==> config.mk <==
export PLATFORM = sky130hd
export DESIGN_NAME = multicycle_ctrl_hs
export DESIGN_NICKNAME = d
export VERILOG_FILES = /design/src/rtl/multicycle_ctrl_pkg.sv /design/src/rtl/multicycle_ctrl_hs_mem_wait_timer.sv /design/src/rtl/multicycle_ctrl_hs.sv
export SDC_FILE = /design/constraint.sdc
export NUM_CORES = 1
export LEC_CHECK = 0
export CORE_UTILIZATION = 49
export DETAILED_ROUTE_END_ITERATION = 12
export GPL_ROUTABILITY_DRIVEN = 1
export GPL_TIMING_DRIVEN = 0
export HOLD_SLACK_MARGIN = 0.03
export PLACE_DENSITY = 0.92
export SLEW_MARGIN = 20
export SYNTH_ARGS = -nofsm -noshare
export SYNTH_HDL_FRONTEND = slang
export SYNTH_SLANG_ARGS = --single-unit
==> constraint.sdc <==
create_clock -name clk -period 4.6 [get_ports clk]
set_input_delay 0.92 -clock clk [delete_from_list [all_inputs] [get_ports clk]]
set_output_delay 0.92 -clock clk [all_outputs]
set_load 0.1 [all_outputs]
==> src/rtl/multicycle_ctrl_pkg.sv <==
// Shared types and encodings for the multicycle MIPS-subset controller:
// state enum, opcodes, datapath mux selects and exception cause codes.
package multicycle_ctrl_pkg;

    typedef enum logic [3:0] {
        S_IDLE     = 4'd0,
        S_FETCH    = 4'd1,
        S_DECODE   = 4'd2,
        S_EXEC_R   = 4'd3,
        S_EXEC_I   = 4'd4,
        S_WB_ALU   = 4'd5,
        S_MEM_ADDR = 4'd6,
        S_MEM_RD   = 4'd7,
        S_MEM_WR   = 4'd8,
        S_WB_MEM   = 4'd9,
        S_BRANCH   = 4'd10,
        S_JUMP     = 4'd11,
        S_JR       = 4'd12,
        S_JAL      = 4'd13,
        S_EXCEPT   = 4'd14
    } state_t;

    localparam logic [5:0] OP_RTYPE = 6'b000000;
    localparam logic [5:0] OP_ADDI  = 6'b001000;
    localparam logic [5:0] OP_ANDI  = 6'b001100;
    localparam logic [5:0] OP_LW    = 6'b100011;
    localparam logic [5:0] OP_SW    = 6'b101011;
    localparam logic [5:0] OP_BEQ   = 6'b000100;
    localparam logic [5:0] OP_BNE   = 6'b000101;
    localparam logic [5:0] OP_J     = 6'b000010;
    localparam logic [5:0] OP_JR    = 6'b000001;
    localparam logic [5:0] OP_JAL   = 6'b000011;

    localparam logic [2:0] PC_ALU    = 3'b000;
    localparam logic [2:0] PC_ALUOUT = 3'b001;
    localparam logic [2:0] PC_JUMP   = 3'b010;
    localparam logic [2:0] PC_RS     = 3'b011;
    localparam logic [2:0] PC_EXC    = 3'b100;

    localparam logic [1:0] ALUB_B      = 2'b00;
    localparam logic [1:0] ALUB_4      = 2'b01;
    localparam logic [1:0] ALUB_IMM    = 2'b10;
    localparam logic [1:0] ALUB_IMM_SH = 2'b11;

    localparam logic [1:0] RD_RT = 2'b00;
    localparam logic [1:0] RD_RD = 2'b01;
    localparam logic [1:0] RD_RA = 2'b10;

    localparam logic [1:0] M2R_ALU = 2'b00;
    localparam logic [1:0] M2R_MDR = 2'b01;
    localparam logic [1:0] M2R_PC  = 2'b10;

    localparam logic [1:0] ALU_ADD   = 2'b00;
    localparam logic [1:0] ALU_SUB   = 2'b01;
    localparam logic [1:0] ALU_FUNCT = 2'b10;
    localparam logic [1:0] ALU_AND   = 2'b11;

    localparam logic [1:0] CAUSE_NONE    = 2'b00;
    localparam logic [1:0] CAUSE_ILLEGAL = 2'b01;
    localparam logic [1:0] CAUSE_BUS     = 2'b10;

    function automatic logic is_wait_state(input state_t s);
        return (s == S_FETCH) || (s == S_MEM_RD) || (s == S_MEM_WR);
    endfunction

endpackage

==> src/rtl/multicycle_ctrl_hs_mem_wait_timer.sv <==
// Counts cycles spent waiting on mem_ready; flags expiry on the last
// allowed cycle so the controller can redirect to the exception vector.
module mem_wait_timer #(
    parameter int MEM_TIMEOUT = 15,
    parameter int TMO_W       = 4,
    parameter int EXC_EN      = 1
) (
    input  logic clk,
    input  logic reset,
    input  logic clr,
    input  logic waiting,
    input  logic mem_ready,
    output logic expired
);

    localparam bit TMO_ON = (EXC_EN != 0) && (MEM_TIMEOUT != 0);
    localparam logic [TMO_W-1:0] LAST = TMO_W'(MEM_TIMEOUT == 0 ? 0 : MEM_TIMEOUT - 1);

    logic [TMO_W-1:0] count;

    // Saturates so a disabled timeout never wraps back into a match.
    always_ff @(posedge clk or posedge reset) begin
        if (reset) begin
            count <= '0;
        end else if (clr) begin
            count <= '0;
        end else if (waiting && !mem_ready && count != '1) begin
            count <= count + 1'b1;
        end
    end

    assign expired = TMO_ON && waiting && !mem_ready && (count == LAST);

endmodule

==> src/rtl/multicycle_ctrl_hs.sv <==
// Multicycle MIPS-subset control FSM with a mem_ready handshake, bus timeout
// and illegal-opcode exceptions; opcode is IR[31:26] and is stable after FETCH.
module multicycle_ctrl_hs
    import multicycle_ctrl_pkg::*;
#(
    parameter int MEM_TIMEOUT = 15,
    parameter int TMO_W       = 4,
    parameter int ALU_OP_W    = 2,
    parameter int EXC_EN      = 1
) (
    input  logic                clk,
    input  logic                reset,
    input  logic [5:0]          opcode,
    input  logic                zero,
    input  logic                mem_ready,
    output logic                alusrcA,
    output logic [1:0]          alusrcB,
    output logic [ALU_OP_W-1:0] toaluctrl,
    output logic                memread,
    output logic                memwrite,
    output logic                IorD,
    output logic                IR_write,
    output logic                regwrite,
    output logic [1:0]          regdst,
    output logic [1:0]          memtoreg,
    output logic [2:0]          pcsrc,
    output logic                pc_write,
    output logic                pc_write_condition_beq,
    output logic                pc_write_condition_bne,
    output logic                pc_en,
    output logic                exc_write,
    output logic [1:0]          exc_cause,
    output logic [3:0]          state_o
);

    state_t     state, state_next;
    logic [1:0] cause_next;
    logic [1:0] alu_op;
    logic       expired;

    mem_wait_timer #(
        .MEM_TIMEOUT (MEM_TIMEOUT),
        .TMO_W       (TMO_W),
        .EXC_EN      (EXC_EN)
    ) u_timer (
        .clk       (clk),
        .reset     (reset),
        .clr       (state_next != state),
        .waiting   (is_wait_state(state)),
        .mem_ready (mem_ready),
        .expired   (expired)
    );

    always_ff @(posedge clk or posedge reset) begin
        if (reset) begin
            state     <= S_IDLE;
            exc_cause <= CAUSE_NONE;
        end else begin
            state     <= state_next;
            exc_cause <= cause_next;
        end
    end

    // mem_ready wins over an expiring timer in the same cycle.
    always_comb begin
        state_next = state;
        cause_next = exc_cause;
        case (state)
            S_IDLE:  state_next = S_FETCH;
            S_FETCH: begin
                if (mem_ready) state_next = S_DECODE;
                else if (expired) begin
                    state_next = S_EXCEPT;
                    cause_next = CAUSE_BUS;
                end
            end
            S_DECODE: begin
                case (opcode)
                    OP_RTYPE:         state_next = S_EXEC_R;
                    OP_ADDI, OP_ANDI: state_next = S_EXEC_I;
                    OP_LW, OP_SW:     state_next = S_MEM_ADDR;
                    OP_BEQ, OP_BNE:   state_next = S_BRANCH;
                    OP_J:             state_next = S_JUMP;
                    OP_JR:            state_next = S_JR;
                    OP_JAL:           state_next = S_JAL;
                    default: begin
                        if (EXC_EN != 0) begin
                            state_next = S_EXCEPT;
                            cause_next = CAUSE_ILLEGAL;
                        end else begin
                            state_next = S_FETCH;
                        end
                    end
                endcase
            end
            S_EXEC_R, S_EXEC_I: state_next = S_WB_ALU;
            S_MEM_ADDR: state_next = (opcode == OP_LW) ? S_MEM_RD : S_MEM_WR;
            S_MEM_RD, S_MEM_WR: begin
                if (mem_ready) state_next = (state == S_MEM_RD) ? S_WB_MEM : S_FETCH;
                else if (expired) begin
                    state_next = S_EXCEPT;
                    cause_next = CAUSE_BUS;
                end
            end
            S_WB_ALU, S_WB_MEM, S_BRANCH, S_JUMP, S_JR, S_JAL, S_EXCEPT:
                state_next = S_FETCH;
            default: state_next = S_IDLE;
        endcase
    end

    always_comb begin
        alusrcA                = 1'b0;
        alusrcB                = ALUB_B;
        alu_op                 = ALU_ADD;
        memread                = 1'b0;
        memwrite               = 1'b0;
        IorD                   = 1'b0;
        IR_write               = 1'b0;
        regwrite               = 1'b0;
        regdst                 = RD_RT;
        memtoreg               = M2R_ALU;
        pcsrc                  = PC_ALU;
        pc_write               = 1'b0;
        pc_write_condition_beq = 1'b0;
        pc_write_condition_bne = 1'b0;
        exc_write              = 1'b0;
        case (state)
            S_FETCH: begin
                memread  = 1'b1;
                alusrcB  = ALUB_4;
                IR_write = mem_ready;
                pc_write = mem_ready;
            end
            S_DECODE: alusrcB = ALUB_IMM_SH;
            S_EXEC_R: begin
                alusrcA = 1'b1;
                alu_op  = ALU_FUNCT;
            end
            S_EXEC_I: begin
                alusrcA = 1'b1;
                alusrcB = ALUB_IMM;
                alu_op  = (opcode == OP_ANDI) ? ALU_AND : ALU_ADD;
            end
            S_WB_ALU: begin
                regwrite = 1'b1;
                regdst   = (opcode == OP_RTYPE) ? RD_RD : RD_RT;
            end
            S_MEM_ADDR: begin
                alusrcA = 1'b1;
                alusrcB = ALUB_IMM;
            end
            S_MEM_RD: begin
                memread = 1'b1;
                IorD    = 1'b1;
            end
            S_MEM_WR: begin
                memwrite = 1'b1;
                IorD     = 1'b1;
            end
            S_WB_MEM: begin
                regwrite = 1'b1;
                memtoreg = M2R_MDR;
            end
            S_BRANCH: begin
                alusrcA                = 1'b1;
                alu_op                 = ALU_SUB;
                pcsrc                  = PC_ALUOUT;
                pc_write_condition_beq = (opcode == OP_BEQ);
                pc_write_condition_bne = (opcode == OP_BNE);
            end
            S_JUMP: begin
                pc_write = 1'b1;
                pcsrc    = PC_JUMP;
            end
            S_JR: begin
                pc_write = 1'b1;
                pcsrc    = PC_RS;
            end
            S_JAL: begin
                pc_write = 1'b1;
                pcsrc    = PC_JUMP;
                regwrite = 1'b1;
                regdst   = RD_RA;
                memtoreg = M2R_PC;
            end
            S_EXCEPT: begin
                pc_write  = 1'b1;
                pcsrc     = PC_EXC;
                exc_write = 1'b1;
            end
            default: ;
        endcase
    end

    assign toaluctrl = ALU_OP_W'(alu_op);
    assign pc_en     = pc_write | (pc_write_condition_beq & zero) | (pc_write_condition_bne & ~zero);
    assign state_o   = state;

endmodule

==> metrics.md <==
| Metric | Value |
|---|---|
| Die Ht | 50.4 um |
| Prevailing post-synth register cell | dfrtp_1 |
| # DRC | 0 |
| Largest net degree at the start of global routing | 11 |
| Fill cells | 187 |
| Syn. warnings | 0 |
| Worst-path clk slew | 60 ps |
| Mapped cell area | 1150 um2 |
| Unrepaired setup endpoints after global routing | false |
| Worst-Skew Late Latency | 260 ps |
| Final setup vio count | 0 |
| Root buffer cell | clkbuf_4 |
| Fmax achieved | 0.233 GHz |
| Critical path required time | 3680 ps |
| Period minus WS final | 4290 ps |
| Crit path launch type | primary input |
| GPL Wtd Cong | 0.928 |
| DRT Pass-1 Iters | 5 |
| Routed wire per std cell | 14.4 um |
| DRT iter0 DRCs | 60 |
| Die Area | 2540 um2 |
| Area contributors post-synth | dfrtp_1 22%, nor2_1 6.6%, nand2b_1 4.9% |
| IO Port Bufs | 36 |
| First-pass GRT wire length | 5.21 mm |
| Die W | 50.4 um |
| Number of flops mapped to enable cells by yosys | 0 |
| Via Count | 1,339 |
| Critical Path Start | opcode[2] |
| Drt total wl | 3.22 mm |
| CTS tree | built |
| Worst Path Max Fanout | 7 |
| Post-route clock period utilization | 93.2% |
| Crit path DAT | 3370 ps |
| Vias in the first global route | 1,213 |
| Synthesized area per cell | 7.39 um2 |
| Row cnt | 17 |
| H-tree levels | 1 |
| Clock skew | 3.57 ps |
| Overflow after GRT | 0 |
| Worst Max-Slew Pin Slew | 986 ps |
| GRT Util Overall | 26.7% |
| CTS buffer count | 3 |
| Worst reg2reg endpoint | u_timer.count[1] |
| Clock Sinks | 10 |
| Yosys cell types | 51 |
| Final setup margin | 313 ps |
| Max cap viols | 0 |
| I/O pin count | 38 |
| Worst setup endpoint | regdst[0] |
| Post-layout nets | 208 |
| CP endpoint kind | primary output |
| DP Worst Slack | 45.1 ps |
| Worst R2R Path Depth | 7 |
| Vias per inst | 6.00 |
| Most numerous cell in the Yosys netlist | nor2_1 |
| Status | finished, final reports clean |
| Hpwl dp | 2.59 mm |
| Asr flop ratio synth | 100% |
| Share of the synthesized area in the top cell type | 21.8% |
| Pins Over Slew Limit | 0 |
| CTS Buffer Depth | 2 |
| Final hold vios | 0 |
| Syn nets | 167 |
| Yosys top cell by area | dfrtp_1 |
| Post-synth top cells | 20 x nor2_1, 12 x nand2_1, 10 x dfrtp_1 |
| Placed insts | 219 |
| Share of layout cells above drive strength 1 | 11.3% |
| Initial core utilization | 51.8% |
| Cell count after synthesis | 155 |
| Final ANT Viol Nets | 0 |
| Core area | 2210 um2 |
| Layout Cells excl Fill | 223 |
| Worst slew margin | 34.1% |
| Post-synthesis register bit count | 10 |
| # diodes | 0 |
| Min-delay worst type | register to register |
| Seq/Total Area, Yosys | 21.8% |
| Reg2reg start | state_o[2] |
| Initial antenna violation count | 0 |
| Crit path kind | primary input to primary output |
| Area Growth Syn to Fin | 39.1% |
| FF-to-FF setup slack | 2360 ps |
==> through the flow <==
stage / cell area, um2 / hold WS [ps] / utilization (%) / TNS, ps
after detailed placement: 1550 / 471 / 70.2 / 0
after floorplan: 1160 / 539 / - / -126
after CTS: 1590 / 491 / 71.8 / 0
after global routing: 1590 / 502 / 72.1 / 0
final: 1590 / 488 / 72.1 / 0
after global placement: 1550 / 474 / 70.2 / 0
==> area by class of cell <==
cell class              count  area, um2  area share (%)
flip-flops and latches     10        250            15.7
clock buffers               4       36.3            2.28
inverters                   5       18.8            1.18
repair buffers             36        365            22.9
multi-input cells         128        828            52.0
well taps                  28       35.0            2.20
plain buffers              12       60.1            3.77
==> per-layer routing <==
metal	vias up	GRT usage (%)	wire, um
met5	-	0	0
met4	0	6.48	55
met3	12	7.58	197
met2	69	43.3	1580
met1	616	34.8	1380
li1	642	-	-
==> worst min path at each step <==
| stage | slack (ps) | cells past startpoint | endpoint | start |
|---|---|---|---|---|
| finish | 490 | 2 | exc_cause[0] | exc_cause[0] |
| global placement | 470 | 2 | exc_cause[0] | exc_cause[0] |
| detailed placement | 470 | 2 | exc_cause[0] | exc_cause[0] |
| floorplan | 540 | 2 | u_timer.count[1] | u_timer.count[1] |
| global route | 500 | 2 | exc_cause[0] | exc_cause[0] |
| CTS | 490 | 2 | exc_cause[0] | exc_cause[0] |
==> critical path, stage by stage <==
cell and delay [ps]:
clkdlybuf4s50_1 540, or2_1 280, clkbuf_1 160, nor4_2 290, clkdlybuf4s50_1 1180
==> logic make-up (layout without fill, tap and decap cells) <==
family,after synthesis,count (layout),share of synthesized area [%]
AOI/OAI and AO/OA,40,40,24.5
DFF,10,10,21.8
adders and majority gates,2,2,2.18
and+or+nand+nor,80,80,39.8
muxes,2,2,1.75
buffers and inverters,17,57,6.88
xor gates and xnor gates,4,4,3.06
==> timing repair <==
item,CTS,global route
buffers inserted,0,0
resized for setup,0,2
hold buffers,0,0
endpoints found under the hold margin,0,0
setup endpoints to repair,0,2
==> registers in the layout, summed over array words and instances (netlist names) <==
register       count
state_o            4
u_timer.count      4
exc_cause          2
==> cells in the final DEF (no fill, tap or decap), types with 2 or more instances in the layout <==
master            n
mux2i_1           2
nand4b_1          2
clkbuf_4          3
nor4b_2           2
nor3_1            4
nor3b_1           2
dlymetal6s2s_1    2
ha_1              2
o21ai_0           6
clkdlybuf4s50_1  34
inv_1             5
o21ai_1           2
o21bai_1          3
nand4_1           3
a21oi_1           9
clkbuf_1          6
nand3_1           5
o211ai_1          2
nor2b_1           6
and4b_1           3
a31oi_1           3
buf_2             3
xor2_1            2
nor3_2            2
xnor2_1           2
nand2b_1          9
dfrtp_1          10
nor2_1           20
nand2_1          12
a211oi_1          2
Power is not shown: default switching activity piles up to over one toggle a cycle in this logic, so the estimate is an artifact.
